==> src/rtl/pic_ctrl_seq.sv <==
// -----------------------------------------------------------------------------
// pic_ctrl_seq
// Control half of a programmable interrupt controller. It decodes the ICW1-4
// initialisation sequence and the OCW1-3 operational writes, holds the
// mask/mode state, and runs the two-pulse INT/INTA acknowledge handshake that
// puts the interrupt vector on the bus. The IRR/ISR/priority resolver lives
// outside this block; it feeds irr_any/irr_id in and receives isr_set/ack_id
// and the EOI commands back.
//
// Ports
//   clk, rst_n            clock, asynchronous active-low reset
//   wr, A0, datain        host write strobe, register select, write data
//   INTA                  active-low acknowledge (already synchronised)
//   irr_any, irr_id       resolver: unmasked request present / its id
//   INT                   interrupt request to the CPU
//   impulse1, impulse2    first / second acknowledge pulse in progress
//   isr_set, ack_id       set-ISR pulse and the id being acknowledged
//   spurious              current acknowledge found no request
//   vector_oe, vector_out vector bus enable and value {base, ack_id}
//   end_ack               end of the second acknowledge pulse
//   eoi_pulse/cmd/level   OCW2 command or auto-EOI towards the ISR logic
//   maskreg               OCW1 interrupt mask
//   aeoi, rot_aeoi        auto-EOI mode, rotate-on-auto-EOI
//   RR_RIS, smm           OCW3 read select, special mask mode
//   icw3_reg              cascade configuration word (stored only)
//   ready                 initialisation sequence complete
// -----------------------------------------------------------------------------
module pic_ctrl_seq #(
  parameter int         NUM_IRQ   = 8,
  parameter int         IDW       = 3,
  parameter logic [7:0] MASK_INIT = 8'h00
) (
  input  logic               clk,
  input  logic               rst_n,
  input  logic               wr,
  input  logic               A0,
  input  logic [7:0]         datain,
  input  logic               INTA,
  input  logic               irr_any,
  input  logic [IDW-1:0]     irr_id,
  output logic               INT,
  output logic               impulse1,
  output logic               impulse2,
  output logic               isr_set,
  output logic [IDW-1:0]     ack_id,
  output logic               spurious,
  output logic               vector_oe,
  output logic [7:0]         vector_out,
  output logic               end_ack,
  output logic               eoi_pulse,
  output logic [2:0]         eoi_cmd,
  output logic [IDW-1:0]     eoi_level,
  output logic [NUM_IRQ-1:0] maskreg,
  output logic               aeoi,
  output logic               rot_aeoi,
  output logic [1:0]         RR_RIS,
  output logic               smm,
  output logic [7:0]         icw3_reg,
  output logic               ready
);

  // Init FSM encoding
  localparam logic [2:0] ST_UNINIT = 3'd0;
  localparam logic [2:0] ST_ICW2   = 3'd1;
  localparam logic [2:0] ST_ICW3   = 3'd2;
  localparam logic [2:0] ST_ICW4   = 3'd3;
  localparam logic [2:0] ST_READY  = 3'd4;

  // Acknowledge FSM encoding
  localparam logic [1:0] AK_IDLE = 2'd0;
  localparam logic [1:0] AK_REQ  = 2'd1;
  localparam logic [1:0] AK_ACK1 = 2'd2;
  localparam logic [1:0] AK_ACK2 = 2'd3;

  // Id reported when the first INTA pulse finds no request
  localparam logic [IDW-1:0] LAST_ID = IDW'(NUM_IRQ - 1);

  // Configuration state
  logic [2:0]         r_init_st;
  logic               r_sngl;
  logic               r_ic4;
  logic [7-IDW:0]     r_base;
  logic [7:0]         r_icw3;
  logic [NUM_IRQ-1:0] r_mask;
  logic               r_aeoi;
  logic               r_rot_aeoi;
  logic               r_smm;
  logic [1:0]         r_rr_ris;

  // Handshake state
  logic [1:0]         r_ack_st;
  logic               r_inta_d;
  logic               r_int;
  logic               r_imp1;
  logic               r_imp2;
  logic               r_isr_set;
  logic [IDW-1:0]     r_ack_id;
  logic               r_spur;
  logic               r_voe;
  logic               r_end_ack;

  // EOI reporting, with one-deep holding slot for a deferred auto-EOI
  logic               r_eoi_pulse;
  logic [2:0]         r_eoi_cmd;
  logic [IDW-1:0]     r_eoi_level;
  logic               r_pend;
  logic [2:0]         r_pend_cmd;
  logic [IDW-1:0]     r_pend_level;

  // Write decode
  logic w_in_ready;
  logic w_in_icw;
  logic w_icw1;
  logic w_icw_pend;
  logic w_ocw1;
  logic w_ocw2;
  logic w_ocw3;
  logic w_inta_fall;
  logic w_inta_rise;
  logic [2:0] w_auto_cmd;

  assign w_in_ready  = (r_init_st == ST_READY);
  assign w_in_icw    = (r_init_st == ST_ICW2) || (r_init_st == ST_ICW3) ||
                       (r_init_st == ST_ICW4);
  assign w_icw1      = wr && !A0 && datain[4];
  assign w_icw_pend  = wr && A0 && w_in_icw;
  assign w_ocw1      = wr && A0 && w_in_ready;
  assign w_ocw2      = wr && !A0 && !datain[4] && !datain[3] && w_in_ready;
  assign w_ocw3      = wr && !A0 && !datain[4] &&  datain[3] && w_in_ready;
  assign w_inta_fall = r_inta_d && !INTA;
  assign w_inta_rise = !r_inta_d && INTA;
  assign w_auto_cmd  = r_rot_aeoi ? 3'b101 : 3'b001;

  // Init sequence and mode registers
  always_ff @(posedge clk or negedge rst_n) begin
    if (!rst_n) begin
      r_init_st  <= ST_UNINIT;
      r_sngl     <= 1'b0;
      r_ic4      <= 1'b0;
      r_base     <= '0;
      r_icw3     <= '0;
      r_mask     <= MASK_INIT[NUM_IRQ-1:0];
      r_aeoi     <= 1'b0;
      r_rot_aeoi <= 1'b0;
      r_smm      <= 1'b0;
      r_rr_ris   <= 2'b00;
    end else if (w_icw1) begin
      // ICW1 restarts initialisation from any state
      r_init_st  <= ST_ICW2;
      r_sngl     <= datain[1];
      r_ic4      <= datain[0];
      r_mask     <= MASK_INIT[NUM_IRQ-1:0];
      r_aeoi     <= 1'b0;
      r_rot_aeoi <= 1'b0;
      r_smm      <= 1'b0;
      r_rr_ris   <= 2'b00;
    end else if (w_icw_pend) begin
      case (r_init_st)
        ST_ICW2: begin
          r_base <= datain[7:IDW];
          if (!r_sngl)    r_init_st <= ST_ICW3;
          else if (r_ic4) r_init_st <= ST_ICW4;
          else            r_init_st <= ST_READY;
        end
        ST_ICW3: begin
          r_icw3    <= datain;
          r_init_st <= r_ic4 ? ST_ICW4 : ST_READY;
        end
        ST_ICW4: begin
          r_aeoi    <= datain[1];
          r_init_st <= ST_READY;
        end
        default: ;
      endcase
    end else if (w_ocw1) begin
      r_mask <= datain[NUM_IRQ-1:0];
    end else if (w_ocw2) begin
      // Only the rotate-in-AEOI set/clear commands touch local state
      if (datain[7:5] == 3'b100)      r_rot_aeoi <= 1'b1;
      else if (datain[7:5] == 3'b000) r_rot_aeoi <= 1'b0;
    end else if (w_ocw3) begin
      if (datain[1]) r_rr_ris <= datain[1:0];
      if (datain[6]) r_smm    <= datain[5];
    end
  end

  // Acknowledge handshake: next-state decode
  logic [1:0]     w_ack_nxt;
  logic           w_int_nxt;
  logic           w_imp1_nxt;
  logic           w_imp2_nxt;
  logic           w_isr_nxt;
  logic [IDW-1:0] w_ack_id_nxt;
  logic           w_spur_nxt;
  logic           w_end_nxt;
  logic           w_auto_req;

  always_comb begin
    w_ack_nxt    = r_ack_st;
    w_int_nxt    = r_int;
    w_imp1_nxt   = r_imp1;
    w_imp2_nxt   = r_imp2;
    w_isr_nxt    = 1'b0;
    w_ack_id_nxt = r_ack_id;
    w_spur_nxt   = r_spur;
    w_end_nxt    = 1'b0;
    w_auto_req   = 1'b0;
    if (w_icw1) begin
      // Reinitialisation abandons any acknowledge in flight
      w_ack_nxt  = AK_IDLE;
      w_int_nxt  = 1'b0;
      w_imp1_nxt = 1'b0;
      w_imp2_nxt = 1'b0;
      w_spur_nxt = 1'b0;
    end else begin
      case (r_ack_st)
        AK_IDLE: begin
          if (w_in_ready && irr_any) begin
            w_ack_nxt = AK_REQ;
            w_int_nxt = 1'b1;
          end
        end
        AK_REQ: begin
          // INT is held even if the request goes away; the first INTA
          // pulse then resolves to the spurious id
          if (w_inta_fall) begin
            w_ack_nxt    = AK_ACK1;
            w_int_nxt    = 1'b0;
            w_imp1_nxt   = 1'b1;
            w_isr_nxt    = irr_any;
            w_spur_nxt   = !irr_any;
            w_ack_id_nxt = irr_any ? irr_id : LAST_ID;
          end
        end
        AK_ACK1: begin
          if (w_inta_fall) begin
            w_ack_nxt  = AK_ACK2;
            w_imp1_nxt = 1'b0;
            w_imp2_nxt = 1'b1;
          end
        end
        default: begin
          if (w_inta_rise) begin
            w_ack_nxt  = AK_IDLE;
            w_imp2_nxt = 1'b0;
            w_spur_nxt = 1'b0;
            w_end_nxt  = 1'b1;
            w_auto_req = r_aeoi && !r_spur;
          end
        end
      endcase
    end
  end

  // Acknowledge handshake: registered outputs
  always_ff @(posedge clk or negedge rst_n) begin
    if (!rst_n) begin
      r_ack_st  <= AK_IDLE;
      r_inta_d  <= 1'b1;
      r_int     <= 1'b0;
      r_imp1    <= 1'b0;
      r_imp2    <= 1'b0;
      r_isr_set <= 1'b0;
      r_ack_id  <= '0;
      r_spur    <= 1'b0;
      r_voe     <= 1'b0;
      r_end_ack <= 1'b0;
    end else begin
      r_ack_st  <= w_ack_nxt;
      r_inta_d  <= INTA;
      r_int     <= w_int_nxt;
      r_imp1    <= w_imp1_nxt;
      r_imp2    <= w_imp2_nxt;
      r_isr_set <= w_isr_nxt;
      r_ack_id  <= w_ack_id_nxt;
      r_spur    <= w_spur_nxt;
      r_voe     <= w_imp2_nxt && !INTA;
      r_end_ack <= w_end_nxt;
    end
  end

  // EOI reporting: an OCW2 write wins the slot; a colliding auto-EOI is
  // parked and sent on the next free cycle
  always_ff @(posedge clk or negedge rst_n) begin
    if (!rst_n) begin
      r_eoi_pulse  <= 1'b0;
      r_eoi_cmd    <= 3'b000;
      r_eoi_level  <= '0;
      r_pend       <= 1'b0;
      r_pend_cmd   <= 3'b000;
      r_pend_level <= '0;
    end else begin
      r_eoi_pulse <= 1'b0;
      if (w_icw1) begin
        r_pend <= 1'b0;
      end else if (w_ocw2) begin
        r_eoi_pulse <= 1'b1;
        r_eoi_cmd   <= datain[7:5];
        r_eoi_level <= datain[IDW-1:0];
        if (w_auto_req) begin
          r_pend       <= 1'b1;
          r_pend_cmd   <= w_auto_cmd;
          r_pend_level <= r_ack_id;
        end
      end else if (w_auto_req) begin
        r_eoi_pulse <= 1'b1;
        r_eoi_cmd   <= w_auto_cmd;
        r_eoi_level <= r_ack_id;
      end else if (r_pend) begin
        r_eoi_pulse <= 1'b1;
        r_eoi_cmd   <= r_pend_cmd;
        r_eoi_level <= r_pend_level;
        r_pend      <= 1'b0;
      end
    end
  end

  assign INT        = r_int;
  assign impulse1   = r_imp1;
  assign impulse2   = r_imp2;
  assign isr_set    = r_isr_set;
  assign ack_id     = r_ack_id;
  assign spurious   = r_spur;
  assign vector_oe  = r_voe;
  assign vector_out = {r_base, r_ack_id};
  assign end_ack    = r_end_ack;
  assign eoi_pulse  = r_eoi_pulse;
  assign eoi_cmd    = r_eoi_cmd;
  assign eoi_level  = r_eoi_level;
  assign maskreg    = r_mask;
  assign aeoi       = r_aeoi;
  assign rot_aeoi   = r_rot_aeoi;
  assign RR_RIS     = r_rr_ris;
  assign smm        = r_smm;
  assign icw3_reg   = r_icw3;
  assign ready      = (r_init_st == ST_READY);

endmodule

==> config.mk <==
export PLATFORM = sky130hd
export DESIGN_NAME = pic_ctrl_seq
export DESIGN_NICKNAME = d
export VERILOG_FILES = /design/src/rtl/pic_ctrl_seq.sv
export SDC_FILE = /design/constraint.sdc
export NUM_CORES = 1
export LEC_CHECK = 0
export CAP_MARGIN = 10
export CELL_PAD_IN_SITES_DETAIL_PLACEMENT = 0
export CELL_PAD_IN_SITES_GLOBAL_PLACEMENT = 1
export CORE_UTILIZATION = 34
export DETAILED_ROUTE_END_ITERATION = 6
export PLACE_DENSITY_LB_ADDON = 0.05
export SLEW_MARGIN = 20
export SYNTH_ARGS = -nofsm -noshare
export SYNTH_HDL_FRONTEND = slang
export SYNTH_SLANG_ARGS = --single-unit
==> constraint.sdc <==
create_clock -name clk -period 1.6 [get_ports clk]
set_input_delay 0.32 -clock clk [delete_from_list [all_inputs] [get_ports clk]]
set_output_delay 0.32 -clock clk [all_outputs]
set_load 0.05 [all_outputs]
Yosys cells after proc, flatten, opt, wreduce, memory -nomap -nowiden:

Cells that the tools add are included.

* bits in registers: 58
* bits of input ports: 17
* logic and storage cells: 177
* output and inout port bits: 47

* equal/unequal tests: 16
* reductions and logical operators: 59
* mux-type cells: 75
* bitwise logic cells: 1

Operators with widths (count)
* $mux W1: 43
* $mux W3: 12
* $mux W8: 3
* $mux W2: 11
* $reduce_and A3 Y1: 7
* $logic_and A1 B1 Y1: 15
* $reduce_bool A3 Y1: 5
* $reduce_bool A2 Y1: 7
* $ne A3 B3 Y1 const B: 4
* $reduce_and A2 Y1: 5
* $reduce_and A5 Y1: 2
* $pmux W3 S3: 1
* $pmux W1 S2: 4
* $reduce_and A4 Y1: 2
* $logic_not A1 Y1: 7
* $eq A3 B2 Y1 const B: 2
* $eq A3 B3 Y1 const B: 2
* $ne A2 B2 Y1 const B: 3
* $pmux W2 S3: 1
* $reduce_bool A5 Y1: 1
* $reduce_bool A4 Y1: 1
* $reduce_or A2 Y1: 2
* $eq A3 B1 Y1 const B: 1
* $logic_not A3 Y1: 1
* other kinds (8): 9

Logic depth before layout (Yosys ltp):

Gate-level depths: netlist of run 1.

* depth in word-level cells: 10
* gate-level depth with buffers: 7
* mapped depth without buffers: 6

Least setup slack after synthesis of run 1:

Ideal clock, no wire load.

* path type: register to register
* start: reg r_init_st[0]
* end: reg r_mask[0] (netlist: maskreg[0])
* stages on the path, launching flop included: 6
* path slack: -851 ps
* setup time: 128 ps
* data required time: 1472 ps
* arrival time: 2323 ps
* cell sequence: dfrtp_1 > nor3b_1 > and3_1 > buf_2 > buf_2 > o21ai_0

* elaborated cells on any way between the ends: 11

RTL lines
* start, declared: line 79 `logic [2:0] r_init_st;`
* start signal, assigned: line 167 `r_init_st <= r_ic4 ? ST_ICW4 : ST_READY;`
* $eq A3 B3 Y1
* named net ready: line 59 `output logic ready`
* $logic_and A1 B1 Y1: line 127 `assign w_ocw1 = wr && A0 && w_in_ready;`
* $reduce_bool A2 Y1 (no source line)
* $reduce_and A2 Y1 (no source line)
* end signal, assigned: line 142 `r_mask <= MASK_INIT[NUM_IRQ-1:0];`
* end signal, assigned: line 152 `r_mask <= MASK_INIT[NUM_IRQ-1:0];`
* end signal, assigned: line 176 `r_mask <= datain[NUM_IRQ-1:0];`
* end, declared: line 84 `logic [NUM_IRQ-1:0] r_mask;`

The timed path passes the listed nets, and every way through them passes these cells.
A chain may end at the register's enable or synchronous reset.

Final worst setup path of run 1:

* start: reg r_init_st[0]
* end: out ready

* word-level cells in the longest chain between the ends: 1

RTL lines
* $eq A3 B3 Y1: line 336 `assign ready = (r_init_st == ST_READY);`
* end, declared: line 59

No other way between the ends.

==> out/results.tsv, run 1 <==
stage	metric	value	unit
outcome	status	complete, but fails checks	
outcome	violated checks	setup timing	
floorplanning	Ports	64	
setup_path	Max stage delay cell, worst path	dfrtp_1	
setup_path	CP dominant cell by count	buf_6	
timing	Tcrit/Tclk final	102	%
layout	synth-to-layout area growth	58.1	%
layout	Reg area	1430	µm²
place	DP Wirelength	5.01	mm
clock_tree	CTS tree	done	
route	# DRC	0	
place	port bufs	63	
layout	Core Util, Final	56.5	%
global_route	GR Util All Layers	17.8	%
pwr	Clock power frac	20.1	%
setup_path	CP endpoint kind	output pin	
pwr	Internal	4.78	mW
pwr	combinational power share	51.5	%
floorplanning	Die Span X	90.0	µm
timing	transition time of the tightest slew-check pin	391	ps
place	gpl congestion	0.745	
global_route	vias in the first global route	2145	
timing	post-layout minimum cycle time	1630	ps
timing	Final Setup Violations	8	
timing	Final Max Tran Viols	0	
min_path	worst min-delay path class	register to register	
route	vias per cell	4.88	
pwr	Peak VDD IR	0.984	mV
floorplanning	Starting Density	35.7	%
setup_path	Worst Reg-to-Reg Cells	6	
route	Detailed Route WL	7.01	mm
pwr	Sw Ratio	41.7	%
setup_path	Max stage delay on crit path	390	ps
route	1st-iter DRT viols	80	
setup_path	Startpoint Class	register	
pwr	Sw Pwr	3.41	mW
setup_path	reg2reg start	r_init_st[0]	
run	# Max-Cap Violations	0	
clock_tree	Skew-Pair Late Insertion Delay	340	ps
logic_synthesis	post-synthesis sequential area ratio	54.3	%
global_route	grt total ovfl	0	
setup_path	Crit Path Class	register to output pin	
setup_path	worst r2r dst	eoi_cmd[2]	
pwr	pwr dens	1970	nW/µm²
clock_tree	CTS clk-pin slew, worst paths	70	ps
global_route	initial antenna violation count	0	
place	DP Worst Slack	-414	ps
layout	fill cell count	660	
route	Final ANT Viol Nets	0	
layout	Multi-input gate area	1150	µm²
place	dpl cells	430	
logic_synthesis	Synth Cell Area	2630	µm²
layout	nets	374	
timing	Slew Limit Headroom	73.9	%
timing	Setup Total Neg Slack	-108	ps
setup_path	Critical Path Start	r_init_st[0]	
clock_tree	Inserted Clock Buffers	9	
setup_path	worst-path maximum fanout	2	
layout	share of cells above drive strength 1	43.1	%
logic_synthesis	syn_nets	265	
clock_tree	CTS Buffer Depth	2	
route	via count	2225	
clock_tree	H-tree level count	3	
route	WL/cell	15.4	µm
clock_tree	CTS Sinks	57	
logic_synthesis	syn avg cell area	10.8	µm²
logic_synthesis	EDFF count, synth	0	
floorplanning	Die Ht	90.0	µm
timing	RSZ-0062 raised after global routing	yes	
logic_synthesis	synth warn	0	
setup_path	crit path to	ready	
global_route	largest net degree at the start of global routing	58	
floorplanning	Rows	31	
setup_path	r2r setup slk	-20	ps
clock_tree	CTS root buf	clkbuf_8	
timing	Setup WS post-layout	-34.6	ps
logic_synthesis	flops & latches, synth	57	
setup_path	Arr. time, crit path	1310	ps
layout	Diodes inserted	0	
pwr	leakage power	2.02	nW
logic_synthesis	ys flop type	dfrtp_1	
route	DR pass1 iterations	4	
timing	Max Freq	0.612	GHz
pwr	Tot Pwr	8.19	mW
global_route	first-pass GRT wire length	11.1	mm
pwr	sequential share of power	28.3	%
setup_path	WP data required	1280	ps
floorplanning	full die area	8090	µm²
layout	Non-Filler Instances	456	
timing	final clock skew	9.68	ps
logic_synthesis	FFs w/ async S/R, synth	100	%
logic_synthesis	distinct cell type count after synthesis	40	
logic_synthesis	Cells after Synth	243	
floorplanning	core area	7370	µm²
setup_path	CP Cell Sequence	buf_6 -> nor3b_4 -> buf_6 -> buf_12	
timing	Final Hold Violating Endpoints	0	
## Yosys cell counts, types with 2 or more instances
library cell | instances | area (µm²)
and3b_1 | 2 | 17.5
and3_1 | 8 | 50.1
nor2_1 | 18 | 67.6
dfrtp_1 | 56 | 1400
nor3b_1 | 2 | 15.0
o21ai_0 | 18 | 90.1
clkbuf_1 | 6 | 22.5
inv_1 | 10 | 37.5
o22ai_1 | 2 | 12.5
and4bb_2 | 2 | 25.0
nor2b_1 | 2 | 12.5
a21oi_1 | 8 | 40.0
a31oi_1 | 5 | 31.3
o31ai_1 | 3 | 22.5
buf_4 | 3 | 22.5
mux2_2 | 18 | 203
buf_2 | 6 | 30.0
a211oi_1 | 5 | 37.5
nand2_1 | 32 | 120
nand3_1 | 5 | 25.0
a221oi_1 | 2 | 17.5
ha_1 | 5 | 62.6
mux2i_1 | 8 | 80.1
## through the flow
| step | instance area (µm²) | hold slack (ps) |
|---|---|---|
| finish | 4160 | 472 |
| global route | 4160 | 487 |
| global placement | 3770 | 351 |
| floorplan | 2660 | 24.4 |
| CTS | 4140 | 478 |
| detailed placement | 3770 | 349 |
## logic make-up after synthesis
group / share of synthesized area (%)
muxes: 10.7
buffers and inverters: 4.28
AOI/OAI and AO/OA: 10.5
DFF: 54.3
and+or+nand+nor: 17.8
adders and majority gates: 2.38
## area by class of cell
class	count	area share (%)
Clock buffer	11	3.40
Clock inverter	5	2.47
Inverter	10	0.902
Multi-Input combinational cell	161	27.5
Sequential cell	57	34.4
Tap cell	99	2.98
Timing Repair Buffer	113	28.3
## timing repair
action                                 CTS  global route
hold buffers                             1             0
endpoints found under the hold margin   44             0
pin swaps                                5             1
gates cloned                             0             0
resized for setup                       22             8
setup endpoints to repair               17            31
buffers inserted                         8             1
## critical path: cells and delay by family (launching register included)
family / cells / cell delay [ps]
buffers and inverters: 3 / 380
DFF: 1 / 390
and+or+nand+nor: 1 / 210
## layer usage
layer  vias to the layer above  track usage [%]  share of wire, %
met4                         0             5.24               1.0
met1                      1093             25.6                49
met2                        55             25.7                45
met3                         6             5.25               5.2
li1                       1071                -                 -
met5                         -                0                 0
## worst min-delay path by stage
stage / start / to / slack (ps) / cells past startpoint
floorplan: rst_n / INT / 20 / 0
global placement: rst_n / vector_oe / 350 / 2
detailed placement: rst_n / isr_set / 350 / 2
CTS: r_pend_cmd[0] / r_pend_cmd[0] / 480 / 1
global route: r_pend_cmd[0] / r_pend_cmd[0] / 490 / 1
finish: r_pend_cmd[0] / r_pend_cmd[0] / 470 / 1
## cell usage in the layout (no fill, tap or decap), drive strengths merged, types with 3 or more instances in the layout
| cell | count |
|---|---|
| a211oi | 5 |
| a21oi | 8 |
| a31oi | 5 |
| and3 | 8 |
| buf | 97 |
| bufinv | 3 |
| clkbuf | 11 |
| clkdlybuf4s50 | 13 |
| dfrtp | 56 |
| ha | 5 |
| inv | 10 |
| mux2 | 18 |
| mux2i | 8 |
| nand2 | 33 |
| nand3 | 5 |
| nor2 | 18 |
| o21ai | 18 |
| o31ai | 3 |
## power by group through the flow
| stage | logic, mW | clock network [mW] | registers, mW |
|---|---|---|---|
| 2_1_floorplan | 1.14 | 0 | 3.57 |
| 3_3_place_gp | 4.02 | 0 | 2.33 |
| 3_5_place_dp | 4.05 | 0 | 2.34 |
| 4_1_cts | 4.23 | 1.69 | 2.32 |
| 5_1_grt | 4.43 | 1.75 | 2.39 |
| 6_report | 4.22 | 1.65 | 2.32 |
Note: power is estimated with default switching activity, not from simulation.
==> run 2: changes to the inputs <==
--- a/config.mk
+++ b/config.mk
@@ -5,6 +5,7 @@
 export SDC_FILE = /design/constraint.sdc
 export NUM_CORES = 1
 export LEC_CHECK = 0
+export ABC_CLOCK_PERIOD_IN_PS = 1600
 export CAP_MARGIN = 10
 export CELL_PAD_IN_SITES_DETAIL_PLACEMENT = 0
 export CELL_PAD_IN_SITES_GLOBAL_PLACEMENT = 1
==> results of run 2 <==
The final DEF is identical to that of run 1; final timing and power are the same.
==> run 3: changes to the inputs <==
--- a/config.mk
+++ b/config.mk
@@ -12,7 +12,6 @@
 export CORE_UTILIZATION = 34
 export DETAILED_ROUTE_END_ITERATION = 6
 export PLACE_DENSITY_LB_ADDON = 0.05
-export SLEW_MARGIN = 20
 export SYNTH_ARGS = -nofsm -noshare
 export SYNTH_HDL_FRONTEND = slang
 export SYNTH_SLANG_ARGS = --single-unit
==> results of run 3 <==
The final DEF is identical to that of run 1; final timing and power are the same.
